--- src/rtl/psf_axi_arb2_if.sv ---
// AXI4 bundle (32-bit address/data, 4-bit ID, 8-bit len) shared by the
// upstream CPU ports and the merged downstream port of the arbiter.
interface psf_axi_arb2_if;
  logic        arvalid;
  logic        arready;
  logic [31:0] araddr;
  logic [3:0]  arid;
  logic [7:0]  arlen;
  logic [1:0]  arburst;
  logic [2:0]  arsize;

  logic        rvalid;
  logic        rready;
  logic [31:0] rdata;
  logic [1:0]  rresp;
  logic [3:0]  rid;
  logic        rlast;

  logic        awvalid;
  logic        awready;
  logic [31:0] awaddr;
  logic [3:0]  awid;
  logic [7:0]  awlen;
  logic [1:0]  awburst;
  logic [2:0]  awsize;

  logic        wvalid;
  logic        wready;
  logic [31:0] wdata;
  logic [3:0]  wstrb;
  logic        wlast;

  logic        bvalid;
  logic        bready;
  logic [1:0]  bresp;
  logic [3:0]  bid;

  // Issues requests, consumes responses.
  modport master (
    output arvalid, araddr, arid, arlen, arburst, arsize,
    input  arready,
    input  rvalid, rdata, rresp, rid, rlast,
    output rready,
    output awvalid, awaddr, awid, awlen, awburst, awsize,
    input  awready,
    output wvalid, wdata, wstrb, wlast,
    input  wready,
    input  bvalid, bresp, bid,
    output bready
  );

  // Accepts requests, produces responses.
  modport slave (
    input  arvalid, araddr, arid, arlen, arburst, arsize,
    output arready,
    output rvalid, rdata, rresp, rid, rlast,
    input  rready,
    input  awvalid, awaddr, awid, awlen, awburst, awsize,
    output awready,
    input  wvalid, wdata, wstrb, wlast,
    output wready,
    output bvalid, bresp, bid,
    input  bready
  );
endinterface

--- src/rtl/psf_axi_arb2.sv ---
// Two-port AXI4 arbiter: merges the instruction-fetch and data master ports
// into one master port. Read and write channels arbitrate independently,
// round-robin, one outstanding transaction each, grant held to the last response.
module psf_axi_arb2 (
  input  logic            clk_i,
  input  logic            rst_i,
  psf_axi_arb2_if.slave   mem_i,
  psf_axi_arb2_if.slave   mem_d,
  psf_axi_arb2_if.master  axi
);

  typedef enum logic [1:0] {RIdle, RAddr, RData} rd_state_e;
  typedef enum logic [1:0] {WIdle, WAddr, WData, WResp} wr_state_e;

  // Grant/pointer encoding: 0 = mem_i, 1 = mem_d.
  rd_state_e rd_state_q;
  logic      rd_gnt_q;
  logic      rd_ptr_q;
  wr_state_e wr_state_q;
  logic      wr_gnt_q;
  logic      wr_ptr_q;

  logic rd_arvalid, rd_rready, rd_ar_hs, rd_last_hs;
  logic wr_awvalid, wr_wvalid, wr_bready, wr_aw_hs, wr_last_hs, wr_b_hs;

  // On a tie the port not granted last wins; otherwise the lone requester.
  function automatic logic pick(input logic req_a, input logic req_b, input logic last_b);
    return (req_a & req_b) ? ~last_b : req_b;
  endfunction

  assign rd_ar_hs   = rd_arvalid & axi.arready;
  assign rd_last_hs = (rd_state_q == RData) & axi.rvalid & rd_rready & axi.rlast;
  assign wr_aw_hs   = wr_awvalid & axi.awready;
  assign wr_last_hs = wr_wvalid & axi.wready & (wr_gnt_q ? mem_d.wlast : mem_i.wlast);
  assign wr_b_hs    = (wr_state_q == WResp) & axi.bvalid & wr_bready;

  // Read FSM: arbitrate in idle, hold the grant through the last R beat.
  always_ff @(posedge clk_i) begin
    if (rst_i) begin
      rd_state_q <= RIdle;
      rd_gnt_q   <= 1'b0;
      rd_ptr_q   <= 1'b1;
    end else begin
      unique case (rd_state_q)
        RIdle: begin
          if (mem_i.arvalid | mem_d.arvalid) begin
            rd_gnt_q   <= pick(mem_i.arvalid, mem_d.arvalid, rd_ptr_q);
            rd_state_q <= RAddr;
          end
        end
        RAddr: if (rd_ar_hs) rd_state_q <= RData;
        RData: begin
          if (rd_last_hs) begin
            rd_ptr_q   <= rd_gnt_q;
            rd_state_q <= RIdle;
          end
        end
        default: rd_state_q <= RIdle;
      endcase
    end
  end

  // Write FSM: AW first, then W up to wlast, then the single B response.
  always_ff @(posedge clk_i) begin
    if (rst_i) begin
      wr_state_q <= WIdle;
      wr_gnt_q   <= 1'b0;
      wr_ptr_q   <= 1'b1;
    end else begin
      unique case (wr_state_q)
        WIdle: begin
          if (mem_i.awvalid | mem_d.awvalid) begin
            wr_gnt_q   <= pick(mem_i.awvalid, mem_d.awvalid, wr_ptr_q);
            wr_state_q <= WAddr;
          end
        end
        WAddr: if (wr_aw_hs) wr_state_q <= WData;
        WData: if (wr_last_hs) wr_state_q <= WResp;
        WResp: begin
          if (wr_b_hs) begin
            wr_ptr_q   <= wr_gnt_q;
            wr_state_q <= WIdle;
          end
        end
        default: wr_state_q <= WIdle;
      endcase
    end
  end

  // Read routing: AR/R muxed by the registered grant, gated by state.
  always_comb begin
    rd_arvalid  = (rd_state_q == RAddr) & (rd_gnt_q ? mem_d.arvalid : mem_i.arvalid);
    rd_rready   = (rd_state_q == RData) & (rd_gnt_q ? mem_d.rready : mem_i.rready);
    axi.arvalid = rd_arvalid;
    axi.araddr  = rd_gnt_q ? mem_d.araddr  : mem_i.araddr;
    axi.arid    = rd_gnt_q ? mem_d.arid    : mem_i.arid;
    axi.arlen   = rd_gnt_q ? mem_d.arlen   : mem_i.arlen;
    axi.arburst = rd_gnt_q ? mem_d.arburst : mem_i.arburst;
    axi.arsize  = rd_gnt_q ? mem_d.arsize  : mem_i.arsize;
    axi.rready  = rd_rready;
    mem_i.arready = (rd_state_q == RAddr) & ~rd_gnt_q & axi.arready;
    mem_d.arready = (rd_state_q == RAddr) &  rd_gnt_q & axi.arready;
    mem_i.rvalid  = (rd_state_q == RData) & ~rd_gnt_q & axi.rvalid;
    mem_d.rvalid  = (rd_state_q == RData) &  rd_gnt_q & axi.rvalid;
    mem_i.rdata = axi.rdata;
    mem_i.rresp = axi.rresp;
    mem_i.rid   = axi.rid;
    mem_i.rlast = axi.rlast;
    mem_d.rdata = axi.rdata;
    mem_d.rresp = axi.rresp;
    mem_d.rid   = axi.rid;
    mem_d.rlast = axi.rlast;
  end

  // Write routing: W is held off both ports until the AW handshake is done.
  always_comb begin
    wr_awvalid  = (wr_state_q == WAddr) & (wr_gnt_q ? mem_d.awvalid : mem_i.awvalid);
    wr_wvalid   = (wr_state_q == WData) & (wr_gnt_q ? mem_d.wvalid : mem_i.wvalid);
    wr_bready   = (wr_state_q == WResp) & (wr_gnt_q ? mem_d.bready : mem_i.bready);
    axi.awvalid = wr_awvalid;
    axi.awaddr  = wr_gnt_q ? mem_d.awaddr  : mem_i.awaddr;
    axi.awid    = wr_gnt_q ? mem_d.awid    : mem_i.awid;
    axi.awlen   = wr_gnt_q ? mem_d.awlen   : mem_i.awlen;
    axi.awburst = wr_gnt_q ? mem_d.awburst : mem_i.awburst;
    axi.awsize  = wr_gnt_q ? mem_d.awsize  : mem_i.awsize;
    axi.wvalid  = wr_wvalid;
    axi.wdata   = wr_gnt_q ? mem_d.wdata : mem_i.wdata;
    axi.wstrb   = wr_gnt_q ? mem_d.wstrb : mem_i.wstrb;
    axi.wlast   = wr_gnt_q ? mem_d.wlast : mem_i.wlast;
    axi.bready  = wr_bready;
    mem_i.awready = (wr_state_q == WAddr) & ~wr_gnt_q & axi.awready;
    mem_d.awready = (wr_state_q == WAddr) &  wr_gnt_q & axi.awready;
    mem_i.wready  = (wr_state_q == WData) & ~wr_gnt_q & axi.wready;
    mem_d.wready  = (wr_state_q == WData) &  wr_gnt_q & axi.wready;
    mem_i.bvalid  = (wr_state_q == WResp) & ~wr_gnt_q & axi.bvalid;
    mem_d.bvalid  = (wr_state_q == WResp) &  wr_gnt_q & axi.bvalid;
    mem_i.bresp = axi.bresp;
    mem_i.bid   = axi.bid;
    mem_d.bresp = axi.bresp;
    mem_d.bid   = axi.bid;
  end

endmodule

--- src/flat_wrapper.sv ---
// flat-port wrapper written by rule: the top's interface ports become plain ports
module psf_axi_arb2_flat 
  (clk_i, rst_i, mem_i_arvalid, mem_i_araddr, mem_i_arid, mem_i_arlen, mem_i_arburst, mem_i_arsize, mem_i_arready, mem_i_rvalid, mem_i_rdata, mem_i_rresp, mem_i_rid, mem_i_rlast, mem_i_rready, mem_i_awvalid, mem_i_awaddr, mem_i_awid, mem_i_awlen, mem_i_awburst, mem_i_awsize, mem_i_awready, mem_i_wvalid, mem_i_wdata, mem_i_wstrb, mem_i_wlast, mem_i_wready, mem_i_bvalid, mem_i_bresp, mem_i_bid, mem_i_bready, mem_d_arvalid, mem_d_araddr, mem_d_arid, mem_d_arlen, mem_d_arburst, mem_d_arsize, mem_d_arready, mem_d_rvalid, mem_d_rdata, mem_d_rresp, mem_d_rid, mem_d_rlast, mem_d_rready, mem_d_awvalid, mem_d_awaddr, mem_d_awid, mem_d_awlen, mem_d_awburst, mem_d_awsize, mem_d_awready, mem_d_wvalid, mem_d_wdata, mem_d_wstrb, mem_d_wlast, mem_d_wready, mem_d_bvalid, mem_d_bresp, mem_d_bid, mem_d_bready, axi_arvalid, axi_araddr, axi_arid, axi_arlen, axi_arburst, axi_arsize, axi_arready, axi_rvalid, axi_rdata, axi_rresp, axi_rid, axi_rlast, axi_rready, axi_awvalid, axi_awaddr, axi_awid, axi_awlen, axi_awburst, axi_awsize, axi_awready, axi_wvalid, axi_wdata, axi_wstrb, axi_wlast, axi_wready, axi_bvalid, axi_bresp, axi_bid, axi_bready);
  psf_axi_arb2_if mem_i_i ();
  psf_axi_arb2_if mem_d_i ();
  psf_axi_arb2_if axi_i ();
  input  logic clk_i;
  input  logic rst_i;
  input wire logic [$bits(mem_i_i.arvalid)-1:0] mem_i_arvalid;
  input wire logic [$bits(mem_i_i.araddr)-1:0] mem_i_araddr;
  input wire logic [$bits(mem_i_i.arid)-1:0] mem_i_arid;
  input wire logic [$bits(mem_i_i.arlen)-1:0] mem_i_arlen;
  input wire logic [$bits(mem_i_i.arburst)-1:0] mem_i_arburst;
  input wire logic [$bits(mem_i_i.arsize)-1:0] mem_i_arsize;
  output wire logic [$bits(mem_i_i.arready)-1:0] mem_i_arready;
  output wire logic [$bits(mem_i_i.rvalid)-1:0] mem_i_rvalid;
  output wire logic [$bits(mem_i_i.rdata)-1:0] mem_i_rdata;
  output wire logic [$bits(mem_i_i.rresp)-1:0] mem_i_rresp;
  output wire logic [$bits(mem_i_i.rid)-1:0] mem_i_rid;
  output wire logic [$bits(mem_i_i.rlast)-1:0] mem_i_rlast;
  input wire logic [$bits(mem_i_i.rready)-1:0] mem_i_rready;
  input wire logic [$bits(mem_i_i.awvalid)-1:0] mem_i_awvalid;
  input wire logic [$bits(mem_i_i.awaddr)-1:0] mem_i_awaddr;
  input wire logic [$bits(mem_i_i.awid)-1:0] mem_i_awid;
  input wire logic [$bits(mem_i_i.awlen)-1:0] mem_i_awlen;
  input wire logic [$bits(mem_i_i.awburst)-1:0] mem_i_awburst;
  input wire logic [$bits(mem_i_i.awsize)-1:0] mem_i_awsize;
  output wire logic [$bits(mem_i_i.awready)-1:0] mem_i_awready;
  input wire logic [$bits(mem_i_i.wvalid)-1:0] mem_i_wvalid;
  input wire logic [$bits(mem_i_i.wdata)-1:0] mem_i_wdata;
  input wire logic [$bits(mem_i_i.wstrb)-1:0] mem_i_wstrb;
  input wire logic [$bits(mem_i_i.wlast)-1:0] mem_i_wlast;
  output wire logic [$bits(mem_i_i.wready)-1:0] mem_i_wready;
  output wire logic [$bits(mem_i_i.bvalid)-1:0] mem_i_bvalid;
  output wire logic [$bits(mem_i_i.bresp)-1:0] mem_i_bresp;
  output wire logic [$bits(mem_i_i.bid)-1:0] mem_i_bid;
  input wire logic [$bits(mem_i_i.bready)-1:0] mem_i_bready;
  input wire logic [$bits(mem_d_i.arvalid)-1:0] mem_d_arvalid;
  input wire logic [$bits(mem_d_i.araddr)-1:0] mem_d_araddr;
  input wire logic [$bits(mem_d_i.arid)-1:0] mem_d_arid;
  input wire logic [$bits(mem_d_i.arlen)-1:0] mem_d_arlen;
  input wire logic [$bits(mem_d_i.arburst)-1:0] mem_d_arburst;
  input wire logic [$bits(mem_d_i.arsize)-1:0] mem_d_arsize;
  output wire logic [$bits(mem_d_i.arready)-1:0] mem_d_arready;
  output wire logic [$bits(mem_d_i.rvalid)-1:0] mem_d_rvalid;
  output wire logic [$bits(mem_d_i.rdata)-1:0] mem_d_rdata;
  output wire logic [$bits(mem_d_i.rresp)-1:0] mem_d_rresp;
  output wire logic [$bits(mem_d_i.rid)-1:0] mem_d_rid;
  output wire logic [$bits(mem_d_i.rlast)-1:0] mem_d_rlast;
  input wire logic [$bits(mem_d_i.rready)-1:0] mem_d_rready;
  input wire logic [$bits(mem_d_i.awvalid)-1:0] mem_d_awvalid;
  input wire logic [$bits(mem_d_i.awaddr)-1:0] mem_d_awaddr;
  input wire logic [$bits(mem_d_i.awid)-1:0] mem_d_awid;
  input wire logic [$bits(mem_d_i.awlen)-1:0] mem_d_awlen;
  input wire logic [$bits(mem_d_i.awburst)-1:0] mem_d_awburst;
  input wire logic [$bits(mem_d_i.awsize)-1:0] mem_d_awsize;
  output wire logic [$bits(mem_d_i.awready)-1:0] mem_d_awready;
  input wire logic [$bits(mem_d_i.wvalid)-1:0] mem_d_wvalid;
  input wire logic [$bits(mem_d_i.wdata)-1:0] mem_d_wdata;
  input wire logic [$bits(mem_d_i.wstrb)-1:0] mem_d_wstrb;
  input wire logic [$bits(mem_d_i.wlast)-1:0] mem_d_wlast;
  output wire logic [$bits(mem_d_i.wready)-1:0] mem_d_wready;
  output wire logic [$bits(mem_d_i.bvalid)-1:0] mem_d_bvalid;
  output wire logic [$bits(mem_d_i.bresp)-1:0] mem_d_bresp;
  output wire logic [$bits(mem_d_i.bid)-1:0] mem_d_bid;
  input wire logic [$bits(mem_d_i.bready)-1:0] mem_d_bready;
  output wire logic [$bits(axi_i.arvalid)-1:0] axi_arvalid;
  output wire logic [$bits(axi_i.araddr)-1:0] axi_araddr;
  output wire logic [$bits(axi_i.arid)-1:0] axi_arid;
  output wire logic [$bits(axi_i.arlen)-1:0] axi_arlen;
  output wire logic [$bits(axi_i.arburst)-1:0] axi_arburst;
  output wire logic [$bits(axi_i.arsize)-1:0] axi_arsize;
  input wire logic [$bits(axi_i.arready)-1:0] axi_arready;
  input wire logic [$bits(axi_i.rvalid)-1:0] axi_rvalid;
  input wire logic [$bits(axi_i.rdata)-1:0] axi_rdata;
  input wire logic [$bits(axi_i.rresp)-1:0] axi_rresp;
  input wire logic [$bits(axi_i.rid)-1:0] axi_rid;
  input wire logic [$bits(axi_i.rlast)-1:0] axi_rlast;
  output wire logic [$bits(axi_i.rready)-1:0] axi_rready;
  output wire logic [$bits(axi_i.awvalid)-1:0] axi_awvalid;
  output wire logic [$bits(axi_i.awaddr)-1:0] axi_awaddr;
  output wire logic [$bits(axi_i.awid)-1:0] axi_awid;
  output wire logic [$bits(axi_i.awlen)-1:0] axi_awlen;
  output wire logic [$bits(axi_i.awburst)-1:0] axi_awburst;
  output wire logic [$bits(axi_i.awsize)-1:0] axi_awsize;
  input wire logic [$bits(axi_i.awready)-1:0] axi_awready;
  output wire logic [$bits(axi_i.wvalid)-1:0] axi_wvalid;
  output wire logic [$bits(axi_i.wdata)-1:0] axi_wdata;
  output wire logic [$bits(axi_i.wstrb)-1:0] axi_wstrb;
  output wire logic [$bits(axi_i.wlast)-1:0] axi_wlast;
  input wire logic [$bits(axi_i.wready)-1:0] axi_wready;
  input wire logic [$bits(axi_i.bvalid)-1:0] axi_bvalid;
  input wire logic [$bits(axi_i.bresp)-1:0] axi_bresp;
  input wire logic [$bits(axi_i.bid)-1:0] axi_bid;
  output wire logic [$bits(axi_i.bready)-1:0] axi_bready;
  assign mem_i_i.arvalid = mem_i_arvalid;
  assign mem_i_i.araddr = mem_i_araddr;
  assign mem_i_i.arid = mem_i_arid;
  assign mem_i_i.arlen = mem_i_arlen;
  assign mem_i_i.arburst = mem_i_arburst;
  assign mem_i_i.arsize = mem_i_arsize;
  assign mem_i_arready = mem_i_i.arready;
  assign mem_i_rvalid = mem_i_i.rvalid;
  assign mem_i_rdata = mem_i_i.rdata;
  assign mem_i_rresp = mem_i_i.rresp;
  assign mem_i_rid = mem_i_i.rid;
  assign mem_i_rlast = mem_i_i.rlast;
  assign mem_i_i.rready = mem_i_rready;
  assign mem_i_i.awvalid = mem_i_awvalid;
  assign mem_i_i.awaddr = mem_i_awaddr;
  assign mem_i_i.awid = mem_i_awid;
  assign mem_i_i.awlen = mem_i_awlen;
  assign mem_i_i.awburst = mem_i_awburst;
  assign mem_i_i.awsize = mem_i_awsize;
  assign mem_i_awready = mem_i_i.awready;
  assign mem_i_i.wvalid = mem_i_wvalid;
  assign mem_i_i.wdata = mem_i_wdata;
  assign mem_i_i.wstrb = mem_i_wstrb;
  assign mem_i_i.wlast = mem_i_wlast;
  assign mem_i_wready = mem_i_i.wready;
  assign mem_i_bvalid = mem_i_i.bvalid;
  assign mem_i_bresp = mem_i_i.bresp;
  assign mem_i_bid = mem_i_i.bid;
  assign mem_i_i.bready = mem_i_bready;
  assign mem_d_i.arvalid = mem_d_arvalid;
  assign mem_d_i.araddr = mem_d_araddr;
  assign mem_d_i.arid = mem_d_arid;
  assign mem_d_i.arlen = mem_d_arlen;
  assign mem_d_i.arburst = mem_d_arburst;
  assign mem_d_i.arsize = mem_d_arsize;
  assign mem_d_arready = mem_d_i.arready;
  assign mem_d_rvalid = mem_d_i.rvalid;
  assign mem_d_rdata = mem_d_i.rdata;
  assign mem_d_rresp = mem_d_i.rresp;
  assign mem_d_rid = mem_d_i.rid;
  assign mem_d_rlast = mem_d_i.rlast;
  assign mem_d_i.rready = mem_d_rready;
  assign mem_d_i.awvalid = mem_d_awvalid;
  assign mem_d_i.awaddr = mem_d_awaddr;
  assign mem_d_i.awid = mem_d_awid;
  assign mem_d_i.awlen = mem_d_awlen;
  assign mem_d_i.awburst = mem_d_awburst;
  assign mem_d_i.awsize = mem_d_awsize;
  assign mem_d_awready = mem_d_i.awready;
  assign mem_d_i.wvalid = mem_d_wvalid;
  assign mem_d_i.wdata = mem_d_wdata;
  assign mem_d_i.wstrb = mem_d_wstrb;
  assign mem_d_i.wlast = mem_d_wlast;
  assign mem_d_wready = mem_d_i.wready;
  assign mem_d_bvalid = mem_d_i.bvalid;
  assign mem_d_bresp = mem_d_i.bresp;
  assign mem_d_bid = mem_d_i.bid;
  assign mem_d_i.bready = mem_d_bready;
  assign axi_arvalid = axi_i.arvalid;
  assign axi_araddr = axi_i.araddr;
  assign axi_arid = axi_i.arid;
  assign axi_arlen = axi_i.arlen;
  assign axi_arburst = axi_i.arburst;
  assign axi_arsize = axi_i.arsize;
  assign axi_i.arready = axi_arready;
  assign axi_i.rvalid = axi_rvalid;
  assign axi_i.rdata = axi_rdata;
  assign axi_i.rresp = axi_rresp;
  assign axi_i.rid = axi_rid;
  assign axi_i.rlast = axi_rlast;
  assign axi_rready = axi_i.rready;
  assign axi_awvalid = axi_i.awvalid;
  assign axi_awaddr = axi_i.awaddr;
  assign axi_awid = axi_i.awid;
  assign axi_awlen = axi_i.awlen;
  assign axi_awburst = axi_i.awburst;
  assign axi_awsize = axi_i.awsize;
  assign axi_i.awready = axi_awready;
  assign axi_wvalid = axi_i.wvalid;
  assign axi_wdata = axi_i.wdata;
  assign axi_wstrb = axi_i.wstrb;
  assign axi_wlast = axi_i.wlast;
  assign axi_i.wready = axi_wready;
  assign axi_i.bvalid = axi_bvalid;
  assign axi_i.bresp = axi_bresp;
  assign axi_i.bid = axi_bid;
  assign axi_bready = axi_i.bready;
  psf_axi_arb2 u_core (.clk_i(clk_i), .rst_i(rst_i), .mem_i(mem_i_i), .mem_d(mem_d_i), .axi(axi_i));
endmodule
--- config.mk ---
export PLATFORM = sky130hd
export DESIGN_NAME = psf_axi_arb2_flat
export DESIGN_NICKNAME = d
export VERILOG_FILES = /design/src/rtl/psf_axi_arb2_if.sv /design/src/rtl/psf_axi_arb2.sv /design/src/flat_wrapper.sv
export SDC_FILE = /design/constraint.sdc
export NUM_CORES = 1
export LEC_CHECK = 0
export BUFFER_PORTS_ARGS = -buffer_cell sky130_fd_sc_hd__buf_2
export CAP_MARGIN = 20
export CORE_AREA = 2 2 225 227
export DETAILED_ROUTE_END_ITERATION = 6
export DIE_AREA = 0 0 227 229
export GPL_TIMING_DRIVEN = 0
export SETUP_SLACK_MARGIN = 0.5
export SYNTH_ARGS = -nofsm -noshare
export SYNTH_HDL_FRONTEND = slang
export SYNTH_SLANG_ARGS = --single-unit
--- constraint.sdc ---
create_clock -name clk_i -period 1.9 [get_ports clk_i]
set_input_delay 0.285 -clock clk_i [delete_from_list [all_inputs] [get_ports clk_i]]
set_output_delay 0.285 -clock clk_i [all_outputs]
set_load 0.005 [all_outputs]
==> impl_results.md <==
- Grt ovf: 0
- Drc violations: 0
- Cts hold-fix bufs: 0
- Register bit total from synthesis: 8
- Fin Clk Skew: between 0.0001 and 0.00015 ns
- Initial antenna violation count: 3
- Dpl hpwl: roughly 16 mm
- Starting DRT DRC Count: 131
- Post-Synth Simple-Gate Area: 6.73%
- Worst EP arrival: ~1.5 ns
- Crit-path slowest cell: dfxtp_2
- R2r worst-path depth: 6
- Die extent in x: 227 um
- Setup Total Neg Slack: 0 ns
- First-pass GRT wire length: about 24 mm
- Layout cell share with drive strength beyond 1: 94.4%
- Core area: ~50000 um^2
- GRT Total Usage: 6.10%
- Area Overhead vs Synth: 194%
- Finished Core Util: 17.2%
- Post-route antenna net violation count: 0
- Crit-path cells: buf_12 -> buf_16 -> clkbuf_16 -> mux2_4 -> buf_6
- Commonest non-fill, non-tap cell in the layout: buf_2
- Post-Synthesis Cells: ~320
- Root buffer cell: clkbuf_16
- Vias in the first global route: between 4000 and 5000
- Max Cap Viol: 0
- Complex-gate fraction of the synthesized area: under 10%
- Fin. max-slew vios: 0
- Post-Syn Nets: 658
- Deepest clock path buffer count: 2
- Full die area: 52000 um^2
- CP max FO: 8
- Worst-Margin Slew: 0.544 ns
- Peak supply drop: 0.255 mV
- Largest family of logic cells by synthesized area: multiplexers
- Buf+Inv Stages, Crit Path: 4
- Post-Route WL: 20.8 mm
- Hold Path Sink: u_core.rd_gnt_q
- Pwr per Cell Area: 447 nW/um^2
- R2r startpoint: u_core.wr_gnt_q
- Gpl congestion: 0.817
- IO buf count: 526
- R2R Setup Slk: 0.26 ns
- Mapped Avg Cell Area: between 9 and 10 um^2
- Clk pin slew, worst setup/hold paths: 0.04 ns
- Synth Area in Adders: 1.73%
- Pre-antenna DRT Iters: 4
- Seq. cell area: 169 um^2
- Placed cell areas: around 6400 um^2
- I/O pin total: 572
- Setup Crit Path Kind: reg2out
- Tmin final: 1.76 ns
- Total power: around 3.8 mW
- Mux contribution to synthesized area: a little over half
- Synth warn: 0
- Status: finished, final reports clean
- HP Start: mem_d_arvalid
- Xor-xnor portion of the synthesized cell area: 0%
- # clock sinks: 8
- Fin area: 8520 um^2
- Skew-Pair Late Insertion Delay: roughly 0.24 ns
- CTS tree: done
- Nets: approximately 1200
- Vias: 4576
- Critical Path Sink Type: primary output
- FMAX: 569 MHz
- Slowest stage delay, CP: 0.33 ns
- Synth Cell Area: 2900 um^2
- Cell Rows: 82
- Tcrit/Tclk final: 92.5%
- CP Launch Type: register
- Die Y: roughly 230 um
- Clock buffer count from CTS: 3
- Commonest non-fill, non-tap cells in the layout: 427 x buf_2, 112 x buf_6, 100 x mux2_4
- Starting density of the core: 5.84%
- Avg WL per Cell: around 13 um
- Filler cells: 5628
- Hold Worst Slack: 0.387 ns
- Seq/Total Area, Yosys: under 10%
- Delay-heaviest family, CP: buffers and inverters
- Vias/cell: 2.92
- Hold Crit Class: in2reg
- Final Hold Vio Count: 0
- Hold Crit Depth: 3
- Multi-input gate area: 2490 um^2
- # setup viols final: 0
- H-tree depth: 1
- Unique masters post-synth: 28
- Unrepaired setup endpoints after global routing: yes
- P_leak: 4.33 nW
- Worst slew margin: 63.7%
- Critical Path RT: ~1.6 ns
- R2R Path End: u_core.wr_state_q[0]
- Largest net degree at the start of global routing: 11
==> area by class of cell <==
cell class	instances	share of cell area [%]
inverter	7	0.338
sequential	8	1.98
multi-input combinational	199	29.2
clock buffer	3	0.881
tap	672	9.87
buffer	108	11.5
timing repair buffer	566	46.2
antenna	2	0.0587
==> cells in the mapped netlist <==
cell      instances  area (um^2)
a211o_1           1         8.76
a21oi_1           2         10.0
a22oi_1           1         7.51
a31oi_1           1         6.26
a32oi_1           2         17.5
and3_1            3         18.8
buf_1             1         3.75
buf_2            11         55.1
buf_4            95          713
buf_6             1         11.3
dfxtp_1           8          160
ha_1              4         50.1
inv_1             7         26.3
mux2_2          134         1510
mux2i_1           8         80.1
nand2_1          10         37.5
nand2b_1          3         18.8
nand3_1           1         5.00
nand4b_1          1         8.76
nor2_1           11         41.3
nor2b_1           5         31.3
nor3_1            4         20.0
nor3b_1           1         7.51
nor4_1            1         6.26
o2111a_2          1         12.5
o21ai_0           2         10.0
o21bai_1          2         15.0
o31ai_1           1         7.51
==> registers in the layout, indices dropped and copies added (netlist names) <==
| name | cells |
|---|---|
| u_core.rd_state_q | 2 |
| u_core.rd_ptr_q | 1 |
| u_core.wr_state_q | 2 |
| u_core.rd_gnt_q | 1 |
| u_core.wr_gnt_q | 1 |
| u_core.wr_ptr_q | 1 |
==> worst max path at each step <==
stage / start / endpoint / slack, ns / cells past startpoint
final: u_core.wr_gnt_q / axi_awlen[4] / 0.14 / 5
after global routing: u_core.wr_gnt_q / axi_awlen[4] / 0.09 / 5
after CTS: u_core.wr_gnt_q / axi_awlen[1] / 0.09 / 5
after detailed placement: u_core.wr_gnt_q / axi_wdata[27] / 0.10 / 5
after global placement: u_core.wr_gnt_q / axi_wdata[27] / 0.10 / 5
after floorplan: u_core.wr_gnt_q / axi_awaddr[0] / 0.52 / 4
==> where the power goes <==
part / internal (mW) / switching, mW
sequential: 0.208 / 0.0491
combinational: 2.05 / 1.14
clock: 0.271 / 0.0843
==> worst register-to-register path, delay by kind of cell, from the launching register on <==
family / cells / cell delay, ns
flops: 1 / 0.31
buf+inv: 2 / 0.31
compound gates: 2 / 0.55
mux: 2 / 0.39
==> per-stage QoR <==
stage / setup slack [ns] / std cells
6_report: 0.142 / 1565
5_1_grt: 0.0932 / 1563
4_1_cts: 0.0926 / 1548
3_5_place_dp: 0.104 / 1520
3_3_place_gp: 0.104 / 1520
2_1_floorplan: 0.521 / 322
==> cells by family (layout without fill, tap and decap cells) <==
group           Yosys count  in the layout
mux                     142            142
buf+inv                 115            684
other cells               0              2
simple gates             40             40
fa+ha+maj                 4              4
compound gates           13             13
flops                     8              8
==> repair_timing <==
item	CTS	global route
setup endpoints to repair	153	156
pin swaps	8	11
cloned	6	9
buffers inserted	19	6
gates resized for setup	93	225
==> layer usage <==
metal	part of all wire (%)	global-route usage [%]	wire length (um)	vias to the layer above
met1	40	7.62	8330	2101
li1	-	-	-	2189
met2	52	11.4	10800	276
met3	7.9	1.14	1640	6
met5	0.11	0	23	-
met4	0.27	0.0613	57	4
(Power assumes the default switching activity.)
